[src/rtl/dp_seq_pkg.sv]
// Shared types and helpers for the audio datapath read sequencer.
// Channel indices need one extra code point so that "no channel" can be NUM_FX.
package dp_seq_pkg;

  typedef enum logic [2:0] {
    IDLE    = 3'd0,
    MAIN_RD = 3'd1,
    FX_RD   = 3'd2,
    READY   = 3'd3,
    XFER    = 3'd4
  } state_t;

  localparam int MAX_FX = 8;
  localparam int CH_W   = $clog2(MAX_FX + 1);
  localparam int WAIT_W = 4;

  // Lowest enabled channel strictly above 'from'; num_fx when none is left.
  // Pass from = -1 to find the first enabled channel.
  function automatic logic [CH_W-1:0] next_en_above(
    input logic [MAX_FX-1:0] mask,
    input int                from,
    input int                num_fx
  );
    logic [CH_W-1:0] r;
    r = CH_W'(num_fx);
    for (int j = MAX_FX - 1; j >= 0; j--) begin
      if (j > from && j < num_fx && mask[j]) begin
        r = CH_W'(j);
      end
    end
    return r;
  endfunction

endpackage

[src/rtl/dp_seq_fsm_wait_cnt.sv]
// Loadable down-counter used to time each read strobe; done while the count is zero.
module dp_wait_cnt #(
  parameter int W = 4
) (
  input  logic         clk,
  input  logic         reset,
  input  logic         load,
  input  logic         dec,
  input  logic [W-1:0] load_val,
  output logic         done
);

  logic [W-1:0] cnt;

  always_ff @(posedge clk or posedge reset) begin
    if (reset) begin
      cnt <= '0;
    end else if (load) begin
      cnt <= load_val;
    end else if (dec && cnt != '0) begin
      cnt <= cnt - W'(1);
    end
  end

  assign done = (cnt == '0);

endmodule

[src/rtl/dp_seq_fsm.sv]
// Per-frame read sequencer: main buffer, then each enabled effect buffer, then
// a ready/transmit handshake toward the transfer stage. All outputs registered.
//
//   state   | meaning
//   IDLE    | waiting for start
//   MAIN_RD | main_read strobe held for RD_WAIT cycles
//   FX_RD   | fx_read[idx] strobe held for RD_WAIT cycles
//   READY   | tfr_ready high, waiting for transmit
//   XFER    | transfer running, waiting for transmit to drop
module dp_seq_fsm
  import dp_seq_pkg::*;
#(
  parameter int NUM_FX  = 2,
  parameter int RD_WAIT = 1,
  parameter int FRAME_W = 16
) (
  input  logic               clk,
  input  logic               reset,
  input  logic               start,
  input  logic               transmit,
  input  logic [NUM_FX-1:0]  fx_en,
  input  logic               clr_ovr,
  output logic               main_read,
  output logic [NUM_FX-1:0]  fx_read,
  output logic               tfr_ready,
  output logic               busy,
  output logic               overrun,
  output logic [FRAME_W-1:0] frame_cnt
);

  localparam logic [CH_W-1:0]   NO_CH    = CH_W'(NUM_FX);
  localparam logic [WAIT_W-1:0] WAIT_LD  = WAIT_W'(RD_WAIT - 1);

  state_t            state, state_d;
  logic [CH_W-1:0]   idx, idx_d, nxt;
  logic [NUM_FX-1:0] mask, mask_d;
  logic [MAX_FX-1:0] mask_ext;
  logic              cnt_load, cnt_dec, cnt_done;
  logic              frame_inc, ovr_set;

  logic              main_read_d, tfr_ready_d, busy_d;
  logic [NUM_FX-1:0] fx_read_d;

  assign mask_ext = MAX_FX'(mask);
  assign ovr_set  = start && (state != IDLE);

  dp_wait_cnt #(.W(WAIT_W)) u_wait (
    .clk      (clk),
    .reset    (reset),
    .load     (cnt_load),
    .dec      (cnt_dec),
    .load_val (WAIT_LD),
    .done     (cnt_done)
  );

  always_ff @(posedge clk or posedge reset) begin
    if (reset) begin
      state     <= IDLE;
      idx       <= '0;
      mask      <= '0;
      main_read <= 1'b0;
      fx_read   <= '0;
      tfr_ready <= 1'b0;
      busy      <= 1'b0;
      overrun   <= 1'b0;
      frame_cnt <= '0;
    end else begin
      state     <= state_d;
      idx       <= idx_d;
      mask      <= mask_d;
      main_read <= main_read_d;
      fx_read   <= fx_read_d;
      tfr_ready <= tfr_ready_d;
      busy      <= busy_d;
      // a new overrun beats a simultaneous clear
      overrun   <= ovr_set | (overrun & ~clr_ovr);
      if (frame_inc) begin
        frame_cnt <= frame_cnt + FRAME_W'(1);
      end
    end
  end

  always_comb begin
    state_d   = state;
    idx_d     = idx;
    mask_d    = mask;
    nxt       = NO_CH;
    cnt_load  = 1'b0;
    cnt_dec   = 1'b0;
    frame_inc = 1'b0;
    case (state)
      IDLE: begin
        if (start) begin
          mask_d   = fx_en;
          idx_d    = '0;
          cnt_load = 1'b1;
          state_d  = MAIN_RD;
        end
      end
      MAIN_RD: begin
        if (cnt_done) begin
          nxt = next_en_above(mask_ext, -1, NUM_FX);
          if (nxt == NO_CH) begin
            state_d = READY;
          end else begin
            state_d  = FX_RD;
            idx_d    = nxt;
            cnt_load = 1'b1;
          end
        end else begin
          cnt_dec = 1'b1;
        end
      end
      FX_RD: begin
        if (cnt_done) begin
          nxt = next_en_above(mask_ext, int'(idx), NUM_FX);
          if (nxt == NO_CH) begin
            state_d = READY;
          end else begin
            idx_d    = nxt;
            cnt_load = 1'b1;
          end
        end else begin
          cnt_dec = 1'b1;
        end
      end
      READY: begin
        if (transmit) begin
          state_d = XFER;
        end
      end
      XFER: begin
        if (!transmit) begin
          state_d   = IDLE;
          idx_d     = '0;
          frame_inc = 1'b1;
        end
      end
      default: state_d = IDLE;
    endcase
  end

  always_comb begin
    main_read_d = (state_d == MAIN_RD);
    tfr_ready_d = (state_d == READY);
    busy_d      = (state_d != IDLE);
    fx_read_d   = '0;
    for (int i = 0; i < NUM_FX; i++) begin
      fx_read_d[i] = (state_d == FX_RD) && (idx_d == CH_W'(i));
    end
  end

endmodule

[config.mk]
export PLATFORM = sky130hd
export DESIGN_NAME = dp_seq_fsm
export DESIGN_NICKNAME = d
export VERILOG_FILES = /design/src/rtl/dp_seq_pkg.sv /design/src/rtl/dp_seq_fsm_wait_cnt.sv /design/src/rtl/dp_seq_fsm.sv
export SDC_FILE = /design/constraint.sdc
export NUM_CORES = 1
export LEC_CHECK = 0
export ABC_CLOCK_PERIOD_IN_PS = 3800
export CAP_MARGIN = 20
export CORE_MARGIN = 3
export CORE_UTILIZATION = 45
export CTS_CLUSTER_SIZE = 10
export DETAILED_ROUTE_END_ITERATION = 10
export PLACE_DENSITY = 0.69
export SETUP_SLACK_MARGIN = 0.2
export SLEW_MARGIN = 40
export SYNTH_ARGS = -nofsm -noshare
export SYNTH_HDL_FRONTEND = slang
export SYNTH_HIERARCHICAL = 1
export SYNTH_SLANG_ARGS = --single-unit
[constraint.sdc]
create_clock -name clk -period 3.8 [get_ports clk]
set_input_delay 0.38 -clock clk [delete_from_list [all_inputs] [get_ports clk]]
set_output_delay 0.38 -clock clk [all_outputs]
set_load 0.01 [all_outputs]
Word level (Yosys, flattened, before mapping) --
Cells that the tools add are included.
Word-level totals: flip-flop bits (word level) 35, latch bits 0, memory bits (writable) 0, memory bits (read-only) 0, output and inout bits 22, word-level logic and storage cells 74, memories 0
Cells by class: $add $sub $neg 2, multiply operators 0, div/mod/pow operators 0, order comparisons 1, equal/unequal tests 10, shift-type cells 0, muxes and demuxes 34, bitwise gates (word level) 3, reduce and logical (&&, ||, !) cells 14
Operators by type and width (count):
- $mux W4 | 13
- $mux W3 | 6
- $add A16 B1 Y16 const B | 1
- $pmux W4 S4 | 1
- $pmux W3 S5 | 1
- $eq A3 B2 Y1 const B | 4
- $mux W1 | 10
- $eq A4 B2 Y1 const B | 2
- $logic_not A4 Y1 | 2
- $eq A3 B1 Y1 const B | 2
- $reduce_bool A3 Y1 | 2
- $logic_and A1 B1 Y1 | 5
- $eq A4 B1 Y1 const B | 1
- $gt A1 B4 Y1 const A | 1
- $mux W2 | 2
- $reduce_bool A4 Y1 | 1
- $sub A4 B1 Y4 const B | 1
- $eq A3 B3 Y1 const B | 1
- $logic_not A3 Y1 | 1
- $pmux W1 S3 | 1
- $reduce_and A2 Y1 | 1
- $reduce_bool A2 Y1 | 1
- $reduce_or A2 Y1 | 1
- $and A1 B1 Y1 | 1
- other kinds (2) | 2

Longest topological paths before layout --
depth in word-level cells 11, gate-level depth with buffers 10, depth with buffers taken out 9

Cells and area by module --
Netlist, hierarchy kept.
By module, submodules not included:
- dp_seq_fsm | times used 1, cells each 136, area an instance 1448.9 µm², seq. area each 775.7 µm²
- dp_wait_cnt | times used 1, cells each 28, area an instance 261.5 µm², seq. area each 100.1 µm²

Least setup slack after synthesis --
No wires, ideal clock.
kind register to register, start register u_wait.cnt[0], end register u_wait.cnt[3], library setup time 0.126 ns, arrival 2.189 ns, required time 3.674 ns, setup slack 1.485 ns, stages on the path, launching flop included 11, buffers on the path 1, cells stage by stage dfrtp_1 -> inv_1 -> ha_1 -> or3b_4 -> inv_1 -> nor2b_1 -> a22oi_1 -> o21ai_0 -> clkbuf_1 -> nor3_1 -> a221o_1
On the way: elaborated cells on any way between the ends 12
RTL lines:
- start: declaration | RTL line dp_seq_fsm_wait_cnt.sv:13 | logic [W-1:0] cnt;
- start signal: assignment | RTL line dp_seq_fsm_wait_cnt.sv:19 | cnt <= load_val;
- start signal: assignment | RTL line dp_seq_fsm_wait_cnt.sv:21 | cnt <= cnt - W'(1);
- $logic_not A4 Y1 (*) | RTL line dp_seq_fsm_wait_cnt.sv:25 | assign done = (cnt == '0);
- via cnt_done | RTL line dp_seq_fsm.sv:38 | logic cnt_load, cnt_dec, cnt_done;
- $mux W1, on equally long branches | RTL line dp_seq_fsm.sv:115, dp_seq_fsm.sv:101
- $pmux W1 S3 (*) | RTL line dp_seq_fsm.sv:91 | case (state)
- via cnt_load | RTL line dp_seq_fsm.sv:38
- $mux W4 or $reduce_bool A2 Y1 (tied branches)
The timed path passes the listed nets; every way through them passes the cells marked *. The select of a mux whose other input is x is not followed. A chain may end at the register's enable or synchronous reset.

Worst setup path after layout --
Ends and elaborated chain as after synthesis.

==> results.json <==
{
  "outcome": "finished clean",
  "grt_pass1_wl_um": 5870,
  "totalWireLength_um": 3340,
  "fp.dieW_um": 67.7,
  "timing.slew.headroom_pct": 49.9,
  "stdcell_count": 245,
  "hold_violations": 0,
  "initial_core_util_pct": 48.9,
  "dp.cells": 237,
  "core-area_um2": 3490,
  "ff2ff_path_depth": 9,
  "finalSetupTns_ns": 0,
  "max_cap_violations": 0,
  "syn-instance-count": 164,
  "synth_area_leaders": "dfrtp_1 51%, xnor2_1 5.6%, nand2_1 4.0%, nand2b_1 2.6%, xor2_1 2.0%",
  "skew_ns": 0.00916,
  "post-cts-setup-buffer-count": 0,
  "combPwrFrac_pct": 35.3,
  "via_count": 1292,
  "tightest_slew_ns": 0.747,
  "cts_tree": "built",
  "crit_chain": "inv_1 -> ha_1 -> or3b_4 -> inv_1 -> nor2b_1 -> a22oi_1 -> o21ai_1 -> nor3_1 -> a221o_1",
  "p_per_area_nw_per_um2": 639,
  "worstPathRequired_ns": 3.96,
  "syn-cell-area_um2": 1710,
  "grt_setup_unrepaired": "false",
  "cts_root_buffer": "clkbuf_8",
  "yosys_warnings": 6,
  "clk_pin_slew_worst_paths_ns": 0.07,
  "grt_usage_pct": 17.4,
  "first_global_vias": 1272,
  "async_flop_share_pct": 100,
  "finalMaxSlewViolations": 0,
  "worstPathArrival_ns": 2.82,
  "avgSynthCellArea_um2": 10.4,
  "final_cell_mix": "35 x dfrtp_1, 28 x clkdlybuf4s50_1, 18 x nand2_1",
  "wire_per_inst_um": 13.6,
  "endpoint_kind": "flop",
  "p_int_mw": 0.914,
  "grt_antenna_before_repair": 0,
  "rows": 21,
  "globalplace.congestion": 0.841,
  "ys_seq_area_share_pct": 51.2,
  "crit_type": "reg2reg",
  "final_nets": 207,
  "cts_sinks": 35,
  "die_y_um": 67.7,
  "layout_commonest_cell": "dfrtp_1",
  "clock_latency_ns": 0.28,
  "yosysTopAreaCell": "dfrtp_1",
  "numCtsBuffers": 5,
  "critical_path_buf_inv_count": 2,
  "fin_crit_ns": 2.66,
  "synth_edf_count": 0,
  "synthDominantCellAreaShare_pct": 51.2,
  "p_sw_mw": 0.469,
  "max_freq_mhz": 376,
  "crit_cells": 9,
  "drtIter0Drc": 77,
  "hpwl_um": 2480,
  "area_growth_pct": 26.6,
  "postCtsHoldBufs": 0,
  "cp-start-kind": "flop",
  "h-tree-depth": 2,
  "setup_viol_count_final": 0,
  "power.leakage_nw": 0.965,
  "clkPwrFrac_pct": 24.7,
  "cp_common_cell": "inv_1",
  "drtPass1Iterations": 4,
  "crit_family": "compound AO/OA/AOI/OAI gates",
  "grt_max_degree": 32,
  "crit_fanout": 9,
  "period_share_pct": 69.9,
  "finalPower_mw": 1.38,
  "cts_resized": 0,
  "drtAntennaViolNets": 0,
  "ir_drop_uv": 280,
  "vias_per_cell": 5.27,
  "grt-ovfl-total": 0,
  "p_seq_share_pct": 40.0,
  "num_antenna_cells": 0,
  "yosys_most_used_dff": "dfrtp_1",
  "synth_cell_types": 49,
  "swShare_pct": 33.9,
  "critical_path.slowest_cell": "o21ai_1",
  "ys_seq_elements": 35,
  "drive_gt1_share_pct": 9.05,
  "ios": 29,
  "drc": 0,
  "fp.dieArea_um2": 4580,
  "io_buffers": 28,
  "hold_path_class": "in2async",
  "cpPeakStageDelay_ns": 0.48,
  "clockBufferDepth": 2
}
-- power groups by stage --
stage | Combinational (mW) | Sequential, mW | Clock (mW)
after detailed placement | 0.488 | 0.560 | 0
after global routing | 0.547 | 0.569 | 0.372
after floorplan | 0.360 | 0.533 | 0
after CTS | 0.490 | 0.552 | 0.348
after global placement | 0.461 | 0.554 | 0
final | 0.489 | 0.553 | 0.341
-- cell families after synthesis --
group	count (synthesis)	synth area share (%)
and+or+nand+nor	67	23.8
DFF	35	51.2
AOI/OAI and AO/OA	28	11.1
xor gates and xnor gates	15	7.68
buffers and inverters	14	3.14
adders and majority gates	2	1.46
muxes	2	1.32
other	1	0.219
-- synthesized netlist by cell type (all sizes together) (2+ instances only) --
| master | instances |
|---|---|
| and3 | 3 |
| xnor2 | 11 |
| a21boi | 2 |
| mux2 | 2 |
| nor3b | 2 |
| nand2 | 18 |
| or2 | 2 |
| clkbuf | 4 |
| nand3 | 5 |
| nor2 | 7 |
| nor3 | 3 |
| xor2 | 4 |
| or3 | 2 |
| a21oi | 4 |
| and2 | 4 |
| a211oi | 2 |
| nor4 | 3 |
| nand2b | 7 |
| inv | 9 |
| dfrtp | 35 |
| nor4b | 4 |
| o21ai | 8 |
| ha | 2 |
-- registers in the layout, indices dropped and copies added, names as in the netlist --
signal	count
busy	1
frame_cnt	16
fx_read	2
idx	4
main_read	1
mask	2
overrun	1
state	3
tfr_ready	1
u_wait/cnt	4
-- through the flow --
step	util, %	worst slack, ns	hold WS (ns)	area, µm²
after global routing	61.9	0.966	0.312	2160
after detailed placement	58.6	0.960	0.470	2050
after global placement	58.6	1.18	0.460	2050
after floorplan	-	1.48	0.146	1720
after CTS	61.9	0.952	0.319	2160
final	61.9	1.14	0.311	2160
-- layout make-up --
cell class | count | area [µm²]
fill | 293 | 1330
sequential | 35 | 876
multi-input combinational | 118 | 792
timing repair buffer | 29 | 288
clock buffer | 6 | 82.6
tap | 46 | 57.6
clock inverter | 2 | 35.0
inverter | 9 | 33.8
-- per-layer routing --
layer	wire length [µm]	track usage [%]	share of wire, %
met5	0	0	0
met4	21	6.58	0.63
met3	118	6.82	3.5
met2	1640	26.5	49
met1	1560	22.3	47
-- worst paths after layout --
path / end / slack, ns / from
setup / recovery: u_wait/cnt[3] / 1.14 / u_wait/cnt[0]
hold / removal: u_wait/cnt[0] / 0.31 / reset
setup reg to reg: u_wait/cnt[3] / 1.14 / u_wait/cnt[0]
hold reg to reg: frame_cnt[15] / 0.48 / frame_cnt[15]
max in group asynchronous: fx_read[0] / 3.00 / reset
min in group clk: frame_cnt[15] / 0.48 / frame_cnt[15]
No activity file was read; power rests on OpenSTA's default activity.
